### src/rtl/gate_test_pkg.sv
// Shared types and constants for the 3-input gate tester.
package gate_test_pkg;

  localparam int unsigned VEC_W   = 3;
  localparam int unsigned NUM_VEC = 8;
  localparam int unsigned CNT_W   = 4;
  localparam int unsigned ERR_W   = 4;

  localparam logic [NUM_VEC-1:0] NAND3_TRUTH = 8'h7F;
  localparam logic [NUM_VEC-1:0] NOR3_TRUTH  = 8'h01;
  localparam logic [NUM_VEC-1:0] XOR3_TRUTH  = 8'h96;

  typedef enum logic [2:0] {
    IDLE   = 3'd0,
    DRIVE  = 3'd1,
    SETTLE = 3'd2,
    CHECK  = 3'd3,
    DONE   = 3'd4
  } state_t;

  function automatic logic is_last_vec(input logic [VEC_W-1:0] v);
    return v == VEC_W'(NUM_VEC - 1);
  endfunction

endpackage

### src/rtl/gate_settle_timer.sv
// Down-counter that holds a vector for a loaded number of clocks and flags the last one.
module gate_settle_timer
  import gate_test_pkg::*;
(
  input  logic             clk,
  input  logic             rst_n,
  input  logic             load,
  input  logic             en,
  input  logic [CNT_W-1:0] load_val,
  output logic             expire_c
);

  logic [CNT_W-1:0] count;

  always_ff @(posedge clk or negedge rst_n) begin
    if (!rst_n) begin
      count <= '0;
    end else if (load) begin
      count <= load_val;
    end else if (en && count != '0) begin
      count <= count - CNT_W'(1);
    end
  end

  // Final settle cycle: the counter is about to pass through 1.
  assign expire_c = en && (count == CNT_W'(1));

endmodule

### src/rtl/three_input_gate_tester.sv
// Sweeps all 8 a/b/c vectors into a 3-input gate, waits a settle time, and
// checks dut_d against an expected truth table.
module three_input_gate_tester
  import gate_test_pkg::*;
#(
  parameter int unsigned        SETTLE_CYCLES = 2,
  parameter logic [NUM_VEC-1:0] GATE_TRUTH    = NAND3_TRUTH
) (
  input  logic             clk,
  input  logic             rst_n,
  input  logic             start,
  output logic             dut_a,
  output logic             dut_b,
  output logic             dut_c,
  input  logic             dut_d,
  output logic             busy,
  output logic             done,
  output logic             pass,
  output logic [ERR_W-1:0] err_count,
  output logic             fail_valid,
  output logic [VEC_W-1:0] first_fail_vec
);

  state_t           state, state_n;
  logic [VEC_W-1:0] vec, vec_n;
  logic [VEC_W-1:0] drive_vec, drive_n;
  logic [ERR_W-1:0] err_n;
  logic [VEC_W-1:0] ffv_n;
  logic             fv_n, busy_n, done_n, pass_n;
  logic             timer_load, timer_en, expire_c, mismatch;

  gate_settle_timer u_timer (
    .clk      (clk),
    .rst_n    (rst_n),
    .load     (timer_load),
    .en       (timer_en),
    .load_val (CNT_W'(SETTLE_CYCLES)),
    .expire_c (expire_c)
  );

  assign {dut_a, dut_b, dut_c} = drive_vec;

  // State and registered outputs; every output updates from its next value.
  always_ff @(posedge clk or negedge rst_n) begin
    if (!rst_n) begin
      state          <= IDLE;
      vec            <= '0;
      drive_vec      <= '0;
      busy           <= 1'b0;
      done           <= 1'b0;
      pass           <= 1'b0;
      err_count      <= '0;
      fail_valid     <= 1'b0;
      first_fail_vec <= '0;
    end else begin
      state          <= state_n;
      vec            <= vec_n;
      drive_vec      <= drive_n;
      busy           <= busy_n;
      done           <= done_n;
      pass           <= pass_n;
      err_count      <= err_n;
      fail_valid     <= fv_n;
      first_fail_vec <= ffv_n;
    end
  end

  // Next-state logic.
  always_comb begin
    state_n = state;
    unique case (state)
      IDLE:    if (start) state_n = DRIVE;
      DRIVE:   state_n = SETTLE;
      SETTLE:  if (expire_c) state_n = CHECK;
      CHECK:   state_n = is_last_vec(vec) ? DONE : DRIVE;
      DONE:    if (start) state_n = DRIVE;
      default: state_n = IDLE;
    endcase
  end

  // Result bookkeeping and next output values; the vec-7 mismatch lands with DONE.
  always_comb begin
    vec_n      = vec;
    err_n      = err_count;
    fv_n       = fail_valid;
    ffv_n      = first_fail_vec;
    timer_load = 1'b0;
    timer_en   = 1'b0;
    mismatch   = 1'b0;
    unique case (state)
      IDLE, DONE: begin
        if (start) begin
          vec_n = '0;
          err_n = '0;
          fv_n  = 1'b0;
          ffv_n = '0;
        end
      end
      DRIVE:  timer_load = 1'b1;
      SETTLE: timer_en   = 1'b1;
      CHECK: begin
        mismatch = (dut_d != GATE_TRUTH[vec]);
        if (mismatch) begin
          err_n = err_count + ERR_W'(1);
          if (!fail_valid) begin
            fv_n  = 1'b1;
            ffv_n = vec;
          end
        end
        if (!is_last_vec(vec)) vec_n = vec + VEC_W'(1);
      end
      default: ;
    endcase
    busy_n  = (state_n == DRIVE) || (state_n == SETTLE) || (state_n == CHECK);
    done_n  = (state_n == DONE);
    pass_n  = done_n && (err_n == '0);
    drive_n = busy_n ? vec_n : '0;
  end

endmodule

### config.mk
export PLATFORM = sky130hd
export DESIGN_NAME = three_input_gate_tester
export DESIGN_NICKNAME = d
export VERILOG_FILES = /design/src/rtl/gate_test_pkg.sv /design/src/rtl/gate_settle_timer.sv /design/src/rtl/three_input_gate_tester.sv
export SDC_FILE = /design/constraint.sdc
export NUM_CORES = 1
export LEC_CHECK = 0
export ABC_AREA = 1
export CAP_MARGIN = 20
export CORE_MARGIN = 2
export CORE_UTILIZATION = 45
export CTS_BUF_LIST = sky130_fd_sc_hd__clkbuf_4 sky130_fd_sc_hd__clkbuf_8 sky130_fd_sc_hd__clkbuf_16
export CTS_CLUSTER_SIZE = 40
export DETAILED_ROUTE_END_ITERATION = 10
export PLACE_DENSITY = 0.73
export SLEW_MARGIN = 0
export SYNTH_ARGS = -nofsm -noshare
export SYNTH_HDL_FRONTEND = slang
export SYNTH_SLANG_ARGS = --single-unit
### constraint.sdc
create_clock -name clk -period 1.9 [get_ports clk]
set_clock_uncertainty 0.1 [all_clocks]
set_input_delay 0.475 -clock clk [delete_from_list [all_inputs] [get_ports clk]]
set_output_delay 0.475 -clock clk [all_outputs]
set_load 0.1 [all_outputs]
-- Word-level counts from Yosys, hierarchy flattened
Memories as Yosys holds them, arrays and structs flattened.
Index checks and enable logic that the tools add are counted.
- logic and storage cells: 65
- memories: 1
- flip-flop bits (word level): 24
- output and inout bits: 14
- input port bits: 4
- bits in read-only memories: 8
- $add $sub $neg: 3
- magnitude comparators: 1
- eq/ne operators: 14
- muxes and demuxes: 23
- reductions and logical operators: 13
- memories (name ; words ; bits a word ; rd ports ; clocked after memory_dff ; write ports ; line ; RTL):
    (name not given) ; 8 ; 1 ; 1 ; 0 ; 0 ; three_input_gate_tester.sv:102 ; mismatch = (dut_d != GATE_TRUTH[vec]);
- operator list (cell ; count):
    3-bit two-way mux ; 9
    4-bit two-way mux ; 4
    3-bit by 2-bit equality test with 1-bit output (second input constant) ; 4
    3-bit one-hot mux with 2 select lines ; 2
    3-bit one-hot mux with 4 select lines ; 1
    3-bit equality test (second input constant) ; 3
    4-bit one-hot mux with 2 select lines ; 1
    3-bit by 1-bit equality test with 1-bit output (second input constant) ; 2
    1-bit two-way mux ; 5
    4-bit by 1-bit adder with 4-bit output (second input constant) ; 1
    4-bit by 1-bit equality test with 1-bit output (second input constant) ; 1
    4-bit logical NOT ; 1
    3-bit by 4-bit less-than comparator with 1-bit output (second input constant) ; 1
    2-bit != test (second input constant) ; 2
    4-bit AND reduction ; 1
    2-bit nonzero test ; 2
    4-bit nonzero test ; 1
    4-bit by 1-bit subtractor with 4-bit output (second input constant) ; 1
    3-bit by 1-bit adder with 3-bit output (second input constant) ; 1
    1-bit logical AND ; 3
    3-bit logical NOT ; 1
    3-bit AND reduction ; 1
    1-bit logical OR ; 2
    2-bit by 1-bit != test with 1-bit output (second input constant) ; 1
    other kinds (3) ; 3

-- Logic depth before layout (Yosys ltp)
Gate-level depths: netlist of the first run.
- depth in word-level cells: 9
- mapped depth: 10
- mapped depth without buffers: 10

-- Hierarchy
A second synthesis of the first run with hierarchy kept.
- cell total of the unflattened synthesis: 153
- area total of the unflattened synthesis: 1256.2 um^2
- modules (own cells, without submodules) (module ; instances ; area each (um^2) ; cells each ; seq. area each (um^2)):
    three_input_gate_tester ; 1 ; 952.2 ; 112 ; 500.5
    gate_settle_timer ; 1 ; 304.0 ; 41 ; 100.1

-- Worst setup path before layout of the first run
No wires, ideal clock.
- kind: reg-to-reg
- start: reg err_count[1]
- end: reg pass
- period minus slack after synthesis: 1873 ps
- path slack: 27 ps
- required time: 1729 ps
- cell stages (with the launch flop): 6
- library setup time: 71 ps
- path buffers: 0
- arrival time: 1702 ps
- cell sequence: dfrtp_1 -> ha_1 -> o21ai_0 -> o21ai_2 -> nand3_1 -> nor2_1
- cells in the longest elaborated chain, start to end: 5
- elaborated cells on any way between the ends: 6
- those cells by class: 1 x add/sub; 3 x mux; 2 x reduce/logical
- ends and longest elaborated chain (what ; line ; RTL):
    start: declaration ; three_input_gate_tester.sv:19 ; output logic [ERR_W-1:0] err_count,
    start signal: assignment ; three_input_gate_tester.sv:62 ; err_count <= err_n;
    4-bit by 1-bit adder with 4-bit output ; three_input_gate_tester.sv:104 ; err_n = err_count + ERR_W'(1);
    4-bit two-way mux ; three_input_gate_tester.sv:103 ; if (mismatch) begin
    4-bit one-hot mux with 2 select lines (*) ; three_input_gate_tester.sv:90 ; unique case (state)
    4-bit logical NOT (*) ; three_input_gate_tester.sv:116 ; pass_n = done_n && (err_n == '0);
    1-bit logical AND (*) ; three_input_gate_tester.sv:116 ;
    net pass_n ; three_input_gate_tester.sv:29 ; logic fv_n, busy_n, done_n, pass_n;
    end signal: assignment ; three_input_gate_tester.sv:61 ; pass <= pass_n;
    end: declaration ; three_input_gate_tester.sv:18 ; output logic pass,
The timed path passes the listed nets; every way through them passes the cells marked *.
A chain may end at the register's enable or synchronous reset.

-- Worst setup path after layout of the first run
- start: reg vec[0]
- end: reg first_fail_vec[0]
- cells in the longest elaborated chain, start to end: 5
- elaborated cells on any way between the ends: 8
- those cells by class: 2 x eq/ne; 4 x mux; 1 x reduce/logical; 1 x memory
- ends and longest elaborated chain (what ; line ; RTL):
    start: declaration ; three_input_gate_tester.sv:25 ; logic [VEC_W-1:0] vec, vec_n;
    start signal: assignment ; three_input_gate_tester.sv:57 ; vec <= vec_n;
    memory read 8 x 1 bit ; n/a ;
    1-bit two-way mux (not written as such) ; three_input_gate_tester.sv:102 ;
    1-bit != test ; three_input_gate_tester.sv:102 ;
    2-bit != test (no line) ; n/a ;
    4-bit AND reduction (no line) ; n/a ;
    end signal: assignment ; three_input_gate_tester.sv:64 ; first_fail_vec <= ffv_n;
    end: declaration ; three_input_gate_tester.sv:21 ; output logic [VEC_W-1:0] first_fail_vec
Parallel ways exist; a longest one is shown, timed or not. The select of a mux whose other input is x is not followed.

==> flow_summary.ini, run 1 <==
[floorplan]
die_h_um = 55.2
dieArea_um2 = 3050
num_rows = 18
core_um2 = 2480
start_util = 0.477
die_w_um = 55.2
io_pins = 18

[cts]
path_clk_slew_ps = 130
post_cts_buffers = 0
cts_tree = yes
hold_buffers = 0
clockRootBuffer = clkbuf_4
cts_sinks = 24
cts-buffers-inserted = 3
cts.htree.levels = 1
post_cts_resized = 0
cts_buffer_depth = 2
clk_latency_ps = 320

[setup_path]
critPathLaunchType = flip-flop
r2r_cells = 8
r2r_end = first_fail_vec[0]$_DFFE_PN0P_
crit_path_end = first_fail_vec[0]$_DFFE_PN0P_
crit_path_end_kind = flip-flop
reg2reg_slack_ps = 250
rr_startpoint = vec[0]$_DFF_PN0_
arrival_ps = 1800
critPathMaxFanout = 6
critical_path_required_ps = 2050
crit_start = vec[0]$_DFF_PN0_
critPathKind = flip-flop to flip-flop

[logic_synthesis]
synth.cell_area_um2 = 1180
synth_cell_type_count = 22
synth_fp_nets = 148
yosys_warnings = 0
synth_area_leaders = dfrtp_1 (51%), nand2_1 (9.5%), inv_1 (8.3%)
synth_top_area_cell = dfrtp_1
ys_seq_area_frac = 0.508
synthCells = 139
ys_ff_latch = 24
avgSynthCellArea_um2 = 8.50
synth_top_area_frac = 0.508

[detailed_routing]
routed-via-count = 944
vias_per_cell = 4.92
drt_drc_violations_left = 0
routedWlPerCell_um = 11.6
first_iter_violations = 25
drtPass1Iterations = 4
wl_mm = 2.23
ant_nets = 0

[timing]
hold_viol = 0
period_needed_ps = 1650
slew_headroom = 0.803
tightestPinTransition_ps = 295
min_period_over_period = 0.869
tns_ps = 0
worst_slack_ps = 250
drv_slew = 0
setup_violations = 0
max_freq_mhz = 606
rsz0062_at_grt = no

[worst_hold_path]
min_path_type = input pin to async pin

[final_layout]
nFillCells = 199
diodes = 0
drive_above_1_share = 0.179
multi_input_area_um2 = 475
fin_util = 0.644
syn_to_final_growth_pct = 35.2
nets = 172
final_cell_area_um2 = 1600
register_area_um2 = 601

[placement]
portBuffers = 17
gp_congestion = 0.844
pre_cts_slack_ps = 67.9
placed_cell_area_um2 = 1540
post-dp-hpwl_mm = 1.67

[grt]
gr-total-overflow = 0
grtUsageTotal = 0.165
antenna_found_initial = 0
grt_pass1_wl_mm = 4.07
grt_pass1_vias = 932
grt_start_max_net_pins = 25

[flow_run]
maxCapViolations = 0

[status]
outcome = finished, final reports clean
[how the worst min path moves through the flow]
stage / startpoint / endpoint
final: rst_n / busy$_DFF_PN0_
after CTS: rst_n / vec[0]$_DFF_PN0_
after global routing: rst_n / busy$_DFF_PN0_
after detailed placement: u_timer.count[1]$_DFFE_PN0P_ / u_timer.count[1]$_DFFE_PN0P_
after global placement: u_timer.count[1]$_DFFE_PN0P_ / u_timer.count[1]$_DFFE_PN0P_
after floorplan: rst_n / busy$_DFF_PN0_
[sequential cells by signal, summed over array words and instances, names as in the netlist]
signal,count
err_count,4
u_timer.count,4
fail_valid,1
vec,3
done,1
state,3
drive_vec,3
busy,1
pass,1
first_fail_vec,3
[metrics by stage]
step,hold slack [ps],std cells
after floorplan,79.4,139
after global placement,438,188
after CTS,393,192
final,387,192
after global routing,401,192
after detailed placement,453,188
[cell usage after synthesis (all sizes together)]
master and count:
o22ai 1, dfrtp 24, o211ai 1, o21ai 9
a22o 1, nand3 15, inv 26, a21oi 3
nor3b 2, buf 1, o21bai 1, a31oi 1
nand4 2, nor2 14, nand2 33, ha 5
[cells in the final DEF, fill, tap and decap left out, drive strengths merged]
cell	synthesis	layout
a21oi	3	3
a22o	1	1
a31oi	1	1
buf	1	17
bufinv	0	1
clkbuf	0	3
clkdlybuf4s50	0	3
dfrtp	24	24
ha	5	5
inv	26	26
nand2	33	33
nand3	15	15
nand4	2	2
nor2	14	14
nor3b	2	2
o211ai	1	1
o21ai	9	9
o21bai	1	1
o22ai	1	1
[logic make-up (layout without fill, tap and decap cells)]
family,after synthesis,count (layout),share of synthesized area
AND/OR/NAND/NOR,66,66,0.249
buffers and inverters,27,50,0.0890
flip-flops,24,24,0.508
AO/OA/AOI/OAI,17,17,0.101
adder cells (fa/ha/maj),5,5,0.0530
[layout make-up]
type / count / area share
multi-input cells: 88 / 0.298
well taps: 30 / 0.0235
clock buffers: 3 / 0.0141
inverters: 26 / 0.0611
repair buffers: 20 / 0.208
flip-flops and latches: 24 / 0.376
clock inverters: 1 / 0.0188
[worst max-delay path, stage by stage, from the launching register on]
cell and delay [ps]:
dfrtp_1 450, ha_1 260, nand2_1 120, nand2_1 80, nand3_1 150, nand2_4 90, a21oi_4 170, nand3_1 90
o21ai_0 80
[layer usage]
metal  vias to the layer above  GRT usage  share of wire  wire length (µm)
li1                        485          -              -                 -
met1                       430      0.222           0.46              1030
met2                        24      0.269           0.48              1080
met3                         5     0.0258          0.039                87
met4                         0     0.0627          0.017                37
met5                         -          0              0                 0
Power of run 1 is left out: the tool's default activity adds up to more than one toggle a clock period on the data nets, which glitch-free logic cannot reach.
==> inputs of run 2 (changes only) <==
==> constraint.sdc (replaced) <==
create_clock -name clk -period 1.9 [get_ports clk]
set_clock_uncertainty 0.1 [all_clocks]
set_input_delay 0.57 -clock clk [delete_from_list [all_inputs] [get_ports clk]]
set_output_delay 0.57 -clock clk [all_outputs]
set_load 0.1 [all_outputs]
==> flow_summary.ini, run 2 (synthesis gave the netlist of run 1 again) <==
[status]
outcome = finished, final reports clean

[worst_hold_path]
min_path_cells = 2
worstHoldStart = u_timer.count[1]$_DFFE_PN0P_
holdPathEnd = u_timer.count[1]$_DFFE_PN0P_
min_path_type = flip-flop to flip-flop

[setup_path]
cp_slowest_stage_delay_ps = 470
r2r_end = first_fail_vec[0]$_DFFE_PN0P_
path_buf_inv = 1
crit_path_end_kind = primary output
rr_startpoint = vec[0]$_DFF_PN0_
reg2reg_slack_ps = 250
arrival_ps = 1000
critical_path_required_ps = 1230
path_cells = buf_12
slowest_stage = dfrtp_1
critPathLaunchType = flip-flop
crit_cells = 1
critPathKind = flip-flop to primary output
path_delay_family = flip-flops
critPathMaxFanout = 4
r2r_cells = 8

[grt]
gr-total-overflow = 0
grtUsageTotal = 0.169
grt_pass1_vias = 990
grt_pass1_wl_mm = 4.18
grt_start_max_net_pins = 25
antenna_found_initial = 0

[placement]
gp_congestion = 0.828
portBuffers = 17
placed_cell_area_um2 = 1540
post-dp-hpwl_mm = 1.71
dp_cells = 188

[power_and_ir_drop]
internal_power_w = 0.00150
p_leak_nw = 0.840
power.total_w = 0.00302
power_density_nw_per_um2 = 1890
combPwrFrac = 0.589
peakVddDrop_mv = 1.63
pwr-share-clk = 0.124
power_switching_w = 0.00151
swShare = 0.501
pwr-share-seq = 0.288

[timing]
holdWs_ps = 473
slew_headroom = 0.796
max_freq_mhz = 597
drv_slew = 0
hold_viol = 0
rsz0062_at_grt = no
period_needed_ps = 1670
tightestPinTransition_ps = 306
tns_ps = 0
setup_violations = 0
min_period_over_period = 0.881

[floorplan]
dieArea_um2 = 3050
die_w_um = 55.2
die_h_um = 55.2
io_pins = 18
start_util = 0.477
num_rows = 18
core_um2 = 2480

[detailed_routing]
routedWlPerCell_um = 11.6
wl_mm = 2.22
drt_drc_violations_left = 0
first_iter_violations = 15
vias_per_cell = 4.93
drtPass1Iterations = 4
routed-via-count = 946
ant_nets = 0

[final_layout]
nFillCells = 205
final_cell_area_um2 = 1600
final_common_cell = nand2_1
layout_common_cells = nand2_1 (30), inv_1 (26), dfrtp_1 (24)
nets = 172
reg.largest.list = err_count: 4 flops, u_timer.count: 4 flops
finalNonFillerCells = 192
syn_to_final_growth_pct = 35.2
drive_above_1_share = 0.179
diodes = 0

[cts]
cts.htree.levels = 1
clk_latency_ps = 320
post_cts_buffers = 0
cts_sinks = 24
cts_buffer_depth = 2
hold_buffers = 0
path_clk_slew_ps = 140
cts_tree = yes
cts-buffers-inserted = 3
clockRootBuffer = clkbuf_4
post_cts_resized = 0

[flow_run]
maxCapViolations = 0
## run 2: cell counts in the layout (fill, tap and decap cells not counted)
No cell type changed its count.
## run 2: power by group through the flow
stage	clock network (W)	registers, W	logic (W)
6_report	0.000373	0.000868	0.00178
5_1_grt	0.000402	0.000900	0.00193
4_1_cts	0.000377	0.000869	0.00179
3_5_place_dp	0	0.000879	0.00179
3_3_place_gp	0	0.000872	0.00173
2_1_floorplan	0	0.00143	0.000632
## run 2: worst max path at each step
stage                            from                             to  slack, ps
6_report       err_count[3]$_DFF_PN0_                   err_count[3]        230
5_1_grt              vec[0]$_DFF_PN0_  first_fail_vec[0]$_DFFE_PN0P_         70
4_1_cts        fail_valid$_DFFE_PN0P_                     fail_valid        220
3_5_place_dp                    dut_d  first_fail_vec[0]$_DFFE_PN0P_        -60
3_3_place_gp                    dut_d  first_fail_vec[2]$_DFFE_PN0P_        -20
2_1_floorplan  err_count[1]$_DFF_PN0_                 pass$_DFF_PN0_         30
## run 2: metrics by stage
step           setup slack, ps  utilization
3_5_place_dp             -61.0        0.623
6_report                   225        0.644
2_1_floorplan             27.0            -
3_3_place_gp             -20.3        0.623
5_1_grt                   69.7        0.644
4_1_cts                    224        0.644
## run 2: worst reg2reg max path, stage by stage, from the launching register on
cell	delay (ps)
dfrtp_1	440
ha_1	240
nand2_1	120
nand2_1	80
nand3_1	150
nand2_4	100
a21oi_4	170
nand3_1	100
o21ai_0	90
## run 2: area by class of cell
class | instances | area, µm² | share of cell area
Multi-Input combinational cell | 88 | 475 | 0.298
Tap cell | 30 | 37.5 | 0.0235
Timing Repair Buffer | 20 | 333 | 0.208
Inverter | 26 | 97.6 | 0.0611
Sequential cell | 24 | 601 | 0.376
Clock buffer | 3 | 22.5 | 0.0141
Clock inverter | 1 | 30.0 | 0.0188
## run 2: routing by layer
metal	share of wire	wire length [µm]	global-route usage	up-vias
met3	0.041	92	0.0258	7
met4	0.024	53	0.0801	0
met1	0.46	1030	0.211	434
met5	0	0	0	-
met2	0.47	1040	0.286	19
li1	-	-	-	486
Note: power is estimated with default switching activity, not from simulation.
